==> src/rtl/instr_fetch_unit.sv <==
// instr_fetch_unit: owns the PC and runs the request/response fetch handshake
// with instruction memory. It presents the held instruction and its decoded
// fields to the controller, then steps the PC when an instruction retires.
module instr_fetch_unit #(
    parameter logic [31:0] RESET_PC = 32'h0000_0000,
    parameter int unsigned TIMEOUT  = 15
) (
    input  logic        clk,
    input  logic        rst_n,
    output logic        imem_req,
    output logic [31:0] imem_addr,
    input  logic        imem_ready,
    input  logic        imem_rvalid,
    input  logic [31:0] imem_rdata,
    input  logic        retire,
    input  logic        PCSrc,
    input  logic        Jalr,
    input  logic [31:0] ImmExt,
    input  logic [31:0] ALUResult,
    output logic [31:0] pc,
    output logic [31:0] pc_plus4,
    output logic [31:0] instr,
    output logic        instr_valid,
    output logic [6:0]  op,
    output logic [2:0]  funct3,
    output logic        funct7b5,
    output logic        fetch_fault
);
    localparam logic [31:0] NOP       = 32'h0000_0013;
    // Last WAIT count value before giving up; WAIT ends after TIMEOUT silent cycles.
    localparam logic [3:0]  WAIT_LAST = 4'(TIMEOUT - 1);

    typedef enum logic [2:0] {S_IDLE, S_REQ, S_WAIT, S_VALID, S_FAULT} state_t;

    state_t      state;
    state_t      state_next;
    logic [3:0]  wait_cnt;
    logic [31:0] pc_target;
    logic        capture;

    assign pc_plus4  = pc + 32'd4;
    assign imem_addr = pc;
    assign op        = instr[6:0];
    assign funct3    = instr[14:12];
    assign funct7b5  = instr[30];

    // A response is taken either together with acceptance or later while waiting.
    assign capture = ((state == S_REQ) && imem_ready && imem_rvalid)
                  || ((state == S_WAIT) && imem_rvalid);

    // Next-PC selection on retire: jalr over branch/jal over sequential.
    always_comb begin
        if (Jalr)
            pc_target = ALUResult & ~32'd1;
        else if (PCSrc)
            pc_target = pc + ImmExt;
        else
            pc_target = pc_plus4;
    end

    // State register.
    always_ff @(posedge clk or negedge rst_n) begin
        if (!rst_n)
            state <= S_IDLE;
        else
            state <= state_next;
    end

    // Next-state logic.
    always_comb begin
        state_next = state;
        unique case (state)
            S_IDLE:  state_next = S_REQ;
            S_REQ: begin
                if (imem_ready && imem_rvalid)
                    state_next = S_VALID;
                else if (imem_ready)
                    state_next = S_WAIT;
            end
            S_WAIT: begin
                if (imem_rvalid)
                    state_next = S_VALID;
                else if (wait_cnt == WAIT_LAST)
                    state_next = S_FAULT;
            end
            S_VALID: begin
                if (retire)
                    state_next = pc_target[1] ? S_FAULT : S_REQ;
            end
            S_FAULT: state_next = S_FAULT;
            default: state_next = S_IDLE;
        endcase
    end

    // Handshake and status outputs decoded from the current state.
    always_comb begin
        imem_req    = (state == S_REQ);
        instr_valid = (state == S_VALID);
        fetch_fault = (state == S_FAULT);
    end

    // PC, instruction holding register and wait counter.
    always_ff @(posedge clk or negedge rst_n) begin
        if (!rst_n) begin
            pc       <= RESET_PC;
            instr    <= NOP;
            wait_cnt <= '0;
        end else begin
            if (state_next == S_FAULT)
                instr <= NOP;
            else if (capture)
                instr <= imem_rdata;

            if (state == S_REQ)
                wait_cnt <= '0;
            else if (state == S_WAIT)
                wait_cnt <= wait_cnt + 4'd1;

            if ((state == S_VALID) && retire && !pc_target[1])
                pc <= pc_target;
        end
    end
endmodule

==> config.mk <==
export PLATFORM = sky130hd
export DESIGN_NAME = instr_fetch_unit
export DESIGN_NICKNAME = d
export VERILOG_FILES = /design/src/rtl/instr_fetch_unit.sv
export SDC_FILE = /design/constraint.sdc
export NUM_CORES = 1
export LEC_CHECK = 0
export CORE_MARGIN = 5
export CORE_UTILIZATION = 40
export DETAILED_ROUTE_END_ITERATION = 10
export PLACE_DENSITY = 0.81
export SLEW_MARGIN = 20
export SYNTH_ARGS = -nofsm -noshare
export SYNTH_HDL_FRONTEND = slang
export SYNTH_SLANG_ARGS = --single-unit
==> constraint.sdc <==
create_clock -name clk -period 3.6 [get_ports clk]
set_input_delay 0.54 -clock clk [delete_from_list [all_inputs] [get_ports clk]]
set_output_delay 0.54 -clock clk [all_outputs]
set_load 0.02 [all_outputs]
==> results of run 1 <==
## worst max-delay path, cell delays in order, from the launching register on
cell	delay [ns]
dfrtp_1	0.49
nand3_1	0.21
nor3_2	0.41
and3_1	0.46
nand3_1	0.20
xnor2_1	0.18
clkdlybuf4s50_1	0.64
## synthesized netlist by cell type, types with 3 or more instances
master / number / share of area [%]
nand3b_1: 4 / 0.48
and4_1: 3 / 0.42
o221ai_1: 3 / 0.42
dfrtp_1: 68 / 27
nand2_1: 129 / 7.7
a21oi_1: 80 / 6.4
clkbuf_1: 32 / 1.9
nor4_1: 3 / 0.30
ha_1: 34 / 6.8
o211ai_1: 3 / 0.36
mux2i_1: 7 / 1.1
a21o_2: 3 / 0.42
nand3_1: 28 / 2.2
inv_1: 16 / 0.95
nor2_1: 50 / 3.0
mux2_2: 5 / 0.89
a31oi_1: 4 / 0.40
a221oi_1: 8 / 1.1
and2_1: 7 / 0.70
o21a_1: 4 / 0.48
buf_6: 4 / 0.72
a21o_1: 14 / 1.7
xor2_1: 17 / 2.4
nand4_1: 12 / 1.2
a211oi_1: 12 / 1.4
o21bai_1: 7 / 0.83
nor3b_1: 3 / 0.36
buf_4: 47 / 5.6
and3_1: 21 / 2.1
xnor2_1: 32 / 4.5
a2111oi_0: 4 / 0.56
o21ai_0: 46 / 3.7
o22ai_1: 6 / 0.60
or3_1: 7 / 0.70
a21boi_0: 4 / 0.48
dfstp_2: 3 / 1.3
o31ai_1: 5 / 0.60
nor3_1: 10 / 0.80
nor2b_1: 6 / 0.60
## layer usage
layer,up-vias,wire [um],part of all wire [%]
met5,-,0,0
met4,0,571,2.5
met3,44,1590,7.1
met2,303,10500,47
met1,3197,9790,44
li1,3219,-,-
## cell type report
cell class,count,share of cell area (%)
multi-input cells,623,43.4
repair buffers,272,29.7
flip-flops and latches,71,19.9
well taps,211,2.94
clock buffers,10,2.67
inverters,17,0.712
clock inverters,5,0.656
## sequential cells by signal, indices dropped and copies added, names as in the netlist
name	flops
imem_addr	32
instr	32
state	3
wait_cnt	4
## stage by stage
step,setup slack (ns),power (mW),cells
floorplan,0.930,4.97,798
CTS,0.131,7.87,1209
global route,0.0173,8.38,1209
global placement,0.313,6.85,1194
finish,0.112,7.88,1209
detailed placement,0.270,6.91,1194
## kinds of logic after synthesis
logic type                 share of synthesized area (%)
muxes                                               2.25
DFF                                                 28.3
buffers and inverters                               9.84
and+or+nand+nor                                     22.4
adders and majority gates                           7.08
AOI/OAI and AO/OA                                   23.4
xor gates and xnor gates                            6.82
## worst max path at each step
stage,from,to,cells past startpoint
finish,imem_addr[5],pc_plus4[26],6
global route,imem_addr[12],pc_plus4[23],6
CTS,imem_addr[5],pc_plus4[26],6
detailed placement,ImmExt[15],imem_addr[26],9
global placement,ImmExt[15],imem_addr[26],9
floorplan,imem_addr[3],pc_plus4[28],7
## power breakdown
part	internal, mW	switching, mW	leakage [nW]
Clock	0.552	0.372	0.141
Sequential	1.15	0.460	0.876
Combinational	2.44	2.91	2.73
Total	4.14	3.74	3.75
## timing repair
item,4_1_cts,5_1_grt
resized for setup,0,2
endpoints found under the setup margin,0,4
hold buffers,0,0
==> results.json, run 1 <==
{
  "clkTransAtPathRegs_ns": 0.06,
  "insertedDiodeCount": 0,
  "io_pins": 245,
  "worstRegToRegCells": 8,
  "p_leak_nw": 3.75,
  "final_util_pct": 58.5,
  "cts_tree": "done",
  "die_h_um": 135,
  "clock_skew_ns": 0.0102,
  "antenna_found_initial": 0,
  "totalWireLength_um": 22500,
  "mostFrequentLayoutCell": "clkdlybuf4s50_1",
  "setup_viol": 0,
  "synthCells": 798,
  "relSlewSlack_pct": 35.8,
  "cts-root-buf": "clkbuf_16",
  "drc": 0,
  "rsz0062_at_grt": "no",
  "grt_use_met1_pct": 32.3,
  "dpl.hpwl_um": 17000,
  "grt_max_degree": 72,
  "grt_use_met3_pct": 3.34,
  "critPathKind": "reg -> out",
  "via_per_inst": 5.59,
  "dpl_cell_area_sq_um": 8660,
  "peakVddDrop_v": 0.000475,
  "track_usage_pct": 23.7,
  "top_usage_layer": "met2",
  "cap_violations": 0,
  "grt_first_pass_wirelength_um": 34600,
  "synth_flop_cell": "dfrtp_1",
  "multi_input_area_sq_um": 3890,
  "core_region_area_sq_um": 15300,
  "hold_viol": 0,
  "route.antenna.remaining_nets": 0,
  "synth_edf_count": 0,
  "final_layout_size_suffix_gt1_share_pct": 7.21,
  "final_cell_mix": "clkdlybuf4s50_1, nand2_1, a21oi_1",
  "cp-start-kind": "flip-flop",
  "first_iter_violations": 642,
  "worst_slew_pin_slew_ns": 0.963,
  "cp.arrival_ns": 2.95,
  "fill_cells": 1394,
  "path_max_fanout": 7,
  "r2r_setup_slack_ns": 0.69,
  "via_count": 6763,
  "synth.yosys.warnings": 0,
  "overflow": 0,
  "cts_buffer_depth": 2,
  "synth_cell_types": 77,
  "numCtsBuffers": 9,
  "slew_violations": 0,
  "wire_per_inst_um": 18.6,
  "die_w_um": 135,
  "hold_ws_ns": 0.354,
  "ys_seq_area_share_pct": 28.3,
  "clock-sinks": 71,
  "status": "complete, no violations",
  "post_cts_buffers": 0,
  "first_pass_iters": 5,
  "async_reset_ff_share_pct": 100,
  "power_density_nw_per_um2": 878,
  "critPathCaptureType": "output pin",
  "ff_latch_area_sq_um": 1780,
  "syn_avg_cell_area_sq_um": 7.89,
  "initial_core_util_pct": 41.1,
  "port_buffers": 243,
  "nNetsFinal": 1132,
  "tns_ns": 0,
  "cp_data_required_time_ns": 3.06,
  "rows": 45,
  "routabilityCongestion": 0.956,
  "syn_to_final_growth_pct": 42.4,
  "clkLatencyLatePin_ns": 0.34,
  "met2_usage_pct": 38.2,
  "grt_pass1_vias": 6499,
  "hp-class": "in -> async",
  "htreeDepth": 3,
  "design.die.area_sq_um": 18300,
  "fmaxAchievable_mhz": 287,
  "period_minus_slack_ns": 3.49,
  "synth_area_sq_um": 6290,
  "syn-num-nets": 936,
  "reg2reg_to": "imem_addr[25]",
  "period_share_pct": 96.9,
  "r2r-start": "imem_addr[8]",
  "post-route-cell-area_sq_um": 8960,
  "ys_seq_elements": 71
}
Power figures use the tool's default switching activity.
==> run 2, diff against run 1 <==
--- a/config.mk
+++ b/config.mk
@@ -8,6 +8,7 @@
 export CORE_MARGIN = 5
 export CORE_UTILIZATION = 40
 export DETAILED_ROUTE_END_ITERATION = 10
+export GPL_ROUTABILITY_DRIVEN = 0
 export PLACE_DENSITY = 0.81
 export SLEW_MARGIN = 20
 export SYNTH_ARGS = -nofsm -noshare
==> results.json, run 2 (synthesis gave the netlist of run 1 again) <==
{
  "path_max_fanout": 7,
  "peakVddDrop_v": 0.000521,
  "clkTransAtPathRegs_ns": 0.06,
  "htreeDepth": 3,
  "syn_to_final_growth_pct": 43.2,
  "pwr-share-comb_pct": 67.9,
  "first_pass_iters": 5,
  "totalWireLength_um": 22700,
  "clock-sinks": 71,
  "pwr-share-clk_pct": 11.8,
  "initial_core_util_pct": 41.1,
  "final_cell_mix": "clkdlybuf4s50_1, nand2_1, a21oi_1",
  "grt_pass1_vias": 6577,
  "slew_violations": 0,
  "cts-root-buf": "clkbuf_16",
  "worst_slew_pin_slew_ns": 0.706,
  "fill_cells": 1392,
  "critPathCaptureType": "output pin",
  "via_per_inst": 5.68,
  "overflow": 0,
  "cts_tree": "done",
  "grt_max_degree": 72,
  "period_minus_slack_ns": 3.45,
  "postCtsHoldBufs": 0,
  "dpl.hpwl_um": 16900,
  "tns_ns": 0,
  "fin_cells": 1213,
  "post-route-cell-area_sq_um": 9010,
  "cap_violations": 0,
  "route.antenna.remaining_nets": 0,
  "port_buffers": 243,
  "via_count": 6893,
  "hold_ws_ns": 0.180,
  "hp-class": "in -> async",
  "first_iter_violations": 676,
  "p_leak_nw": 3.79,
  "cp-start-kind": "flip-flop",
  "rows": 45,
  "cts_buffer_depth": 2,
  "nNetsFinal": 1135,
  "final_layout_size_suffix_gt1_share_pct": 7.78,
  "relSlewSlack_pct": 52.7,
  "status": "complete, no violations",
  "design.die.area_sq_um": 18300,
  "mostFrequentLayoutCell": "clkdlybuf4s50_1",
  "period_share_pct": 96.0,
  "switching_share_pct": 47.7,
  "p_sw_mw": 3.78,
  "insertedDiodeCount": 0,
  "cp_data_required_time_ns": 3.06,
  "critPathKind": "reg -> out",
  "dpl_cell_area_sq_um": 8670,
  "dp_cells": 1196,
  "antenna_found_initial": 1,
  "numCtsBuffers": 9,
  "track_usage_pct": 23.9,
  "r2r-start": "imem_addr[9]",
  "core_region_area_sq_um": 15300,
  "die_h_um": 135,
  "die_w_um": 135,
  "reg2reg_to": "imem_addr[28]",
  "r2r_setup_slack_ns": 0.67,
  "io_pins": 245,
  "drc": 0,
  "rsz0062_at_grt": "no",
  "clkLatencyLatePin_ns": 0.34,
  "p_seq_share_pct": 20.3,
  "hold_viol": 0,
  "final_util_pct": 58.8,
  "setup_viol": 0,
  "worstRegToRegCells": 11,
  "cp.arrival_ns": 2.91,
  "clock_skew_ns": 0.00752,
  "internal_power_mw": 4.14,
  "fmaxAchievable_mhz": 289,
  "wire_per_inst_um": 18.7,
  "grt_first_pass_wirelength_um": 35300,
  "power_density_nw_per_um2": 879,
  "post_cts_buffers": 0
}
## run 2: routing by layer
layer	vias to the layer above	global-route usage, %	routed length (um)
li1	3222	-	-
met1	3298	33.3	9930
met2	341	38.3	10600
met3	32	3.42	1710
met4	0	7.39	486
met5	-	0	0
## run 2: what timing repair did
item / 4_1_cts / 5_1_grt
hold endpoints to repair: 0 / 0
endpoints found under the setup margin: 0 / 6
resized for setup: 0 / 5
## run 2: worst max-delay path by stage
stage	startpoint	to	slack (ns)	cells after the start
finish	imem_addr[2]	pc_plus4[26]	0.15	7
global route	imem_addr[12]	pc_plus4[29]	0.01	7
CTS	imem_addr[2]	pc_plus4[26]	0.02	7
detailed placement	ImmExt[14]	imem_addr[26]	0.29	9
global placement	ImmExt[14]	imem_addr[26]	0.28	9
floorplan	imem_addr[3]	pc_plus4[28]	0.93	7
## run 2: cell type report
cell class	count	area (sq um)	share of cell area, %
clock buffers	10	239	2.65
clock inverters	6	68.8	0.764
inverters	17	63.8	0.708
multi-input cells	623	3910	43.4
flip-flops and latches	71	1780	19.8
well taps	211	264	2.93
repair buffers	275	2690	29.8
## run 2: through the flow
stage | worst slack (ns) | power (mW)
2_1_floorplan | 0.930 | 4.97
3_3_place_gp | 0.285 | 6.83
3_5_place_dp | 0.289 | 6.92
4_1_cts | 0.0153 | 7.91
5_1_grt | 0.00978 | 8.42
6_report | 0.146 | 7.92
## run 2: critical path, stage by stage, from the launching register on
cell	delay, ns
dfrtp_1	0.54
ha_1	0.28
nand2_1	0.12
nor3_4	0.27
and3_2	0.35
nand3_1	0.18
xnor2_1	0.18
clkdlybuf4s50_1	0.64
## run 2: power groups by stage
stage	sequential (mW)	combinational, mW	clock [mW]
after floorplan	1.92	3.05	0
after global placement	1.59	5.24	0
after detailed placement	1.62	5.30	0
after CTS	1.61	5.35	0.955
after global routing	1.68	5.76	0.986
final	1.61	5.38	0.937
==> run 3, diff against run 2 <==
--- a/config.mk
+++ b/config.mk
@@ -6,10 +6,10 @@
 export NUM_CORES = 1
 export LEC_CHECK = 0
 export CORE_MARGIN = 5
-export CORE_UTILIZATION = 40
+export CORE_UTILIZATION = 43
 export DETAILED_ROUTE_END_ITERATION = 10
 export GPL_ROUTABILITY_DRIVEN = 0
-export PLACE_DENSITY = 0.81
+export PLACE_DENSITY = 0.86
 export SLEW_MARGIN = 20
 export SYNTH_ARGS = -nofsm -noshare
 export SYNTH_HDL_FRONTEND = slang
==> results.json, run 3 (synthesis gave the netlist of run 1 again) <==
{
  "status": "complete, no violations",
  "insertedDiodeCount": 0,
  "cts-root-buf": "clkbuf_16",
  "initial_core_util_pct": 43.6,
  "period_share_pct": 96.5,
  "path_buf_inv": 2,
  "via_per_inst": 5.80,
  "relSlewSlack_pct": 29.2,
  "r2r-start": "imem_addr[0]",
  "clock_skew_ns": 0.0100,
  "die_w_um": 131,
  "hold_viol": 0,
  "rows": 44,
  "dpl.hpwl_um": 16700,
  "final_cell_mix": "clkdlybuf4s50_1, nand2_1, a21oi_1",
  "setup_viol": 0,
  "p_sw_mw": 3.73,
  "rsz0062_at_grt": "no",
  "setup_ws_ns": 0.127,
  "antenna_found_initial": 0,
  "clkLatencyLatePin_ns": 0.34,
  "overflow": 0,
  "mostFrequentLayoutCell": "clkdlybuf4s50_1",
  "crit_path_cell_trace": "ha_1 -> nand2_1 -> nor3_2 -> buf_4 -> and3_2 -> nand3_1 -> xnor2_1 -> clkdlybuf4s50_1",
  "first_iter_violations": 738,
  "route.antenna.remaining_nets": 0,
  "pwr-share-comb_pct": 68.3,
  "max_stage_delay_ns": 0.64,
  "numCtsBuffers": 9,
  "power_density_nw_per_um2": 874,
  "reg2reg_to": "imem_addr[29]",
  "final_layout_size_suffix_gt1_share_pct": 7.11,
  "hp-class": "in -> async",
  "clkTransAtPathRegs_ns": 0.06,
  "io_pins": 245,
  "die_h_um": 131,
  "path_max_fanout": 8,
  "totalWireLength_um": 22200,
  "worstRegToRegCells": 9,
  "critPathCaptureType": "output pin",
  "peakVddDrop_v": 0.000559,
  "dp_slack_ns": 0.274,
  "p_seq_share_pct": 21.1,
  "fill_cells": 1247,
  "port_buffers": 243,
  "worst_slew_pin_slew_ns": 1.06,
  "pwr-share-clk_pct": 10.6,
  "core_region_area_sq_um": 14400,
  "cp.arrival_ns": 2.93,
  "path_delay_family": "buffers and inverters",
  "period_minus_slack_ns": 3.47,
  "grt_max_degree": 72,
  "cts_buffer_depth": 2,
  "htreeDepth": 3,
  "cap_violations": 0,
  "postCtsHoldBufs": 0,
  "track_usage_pct": 24.6,
  "switching_share_pct": 48.0,
  "final_util_pct": 61.6,
  "syn_to_final_growth_pct": 41.1,
  "cp_slowest_cell": "clkdlybuf4s50_1",
  "design.die.area_sq_um": 17200,
  "cp-start-kind": "flip-flop",
  "internal_power_mw": 4.03,
  "cts_tree": "done",
  "wire_per_inst_um": 18.8,
  "drc": 0,
  "clock-sinks": 71,
  "r2r_setup_slack_ns": 0.70,
  "p_leak_nw": 3.72,
  "nNetsFinal": 1132,
  "via_count": 6855,
  "grt_first_pass_wirelength_um": 33500,
  "critPathKind": "reg -> out",
  "slew_violations": 0,
  "fmaxAchievable_mhz": 288,
  "grt_pass1_vias": 6381,
  "first_pass_iters": 5,
  "tns_ns": 0,
  "cp_data_required_time_ns": 3.06
}
==> run 3: layout make-up <==
class                      count  area, sq um  area share (%)
inverter                      17         63.8           0.718
sequential                    71         1780            20.0
clock buffer                  10          229            2.58
multi-input combinational    623         3900            43.9
timing repair buffer         272         2650            29.8
clock inverter                 5         36.3           0.408
tap                          184          230            2.59
==> run 3: per-stage QoR <==
stage / std cells / cell area, sq um / total power [mW] / hold WS, ns
2_1_floorplan: 798 / 6290 / 4.97 / 0.244
3_3_place_gp: 1167 / 8620 / 6.78 / 0.494
3_5_place_dp: 1167 / 8620 / 6.88 / 0.499
4_1_cts: 1182 / 8880 / 7.74 / 0.389
5_1_grt: 1182 / 8880 / 8.24 / 0.433
6_report: 1182 / 8880 / 7.76 / 0.351
==> run 3: power by group through the flow <==
stage	Combinational [mW]	Clock, mW	Sequential (mW)
global route	5.66	0.871	1.71
floorplan	3.05	0	1.92
global placement	5.16	0	1.62
CTS	5.28	0.833	1.63
detailed placement	5.24	0	1.64
finish	5.30	0.824	1.64
==> run 3: routing by layer <==
layer | vias to the layer above | GRT usage (%) | share of wire (%)
met4 | 0 | 10.2 | 2.8
met2 | 348 | 38.5 | 47
li1 | 3214 | - | -
met5 | - | 0 | 0
met1 | 3235 | 34.4 | 42
met3 | 58 | 3.25 | 8.8
==> run 3: what timing repair did <==
action,4_1_cts,5_1_grt
endpoints found under the setup margin,0,2
resized for setup,0,1
setup buffers,0,0
==> run 3: worst max path at each step <==
stage,from,to,cells after the start
6_report,imem_addr[2],pc_plus4[26],8
5_1_grt,imem_addr[11],pc_plus4[29],7
4_1_cts,imem_addr[2],pc_plus4[26],8
3_5_place_dp,ImmExt[0],imem_addr[29],10
3_3_place_gp,ImmExt[0],imem_addr[29],10
2_1_floorplan,imem_addr[3],pc_plus4[28],7
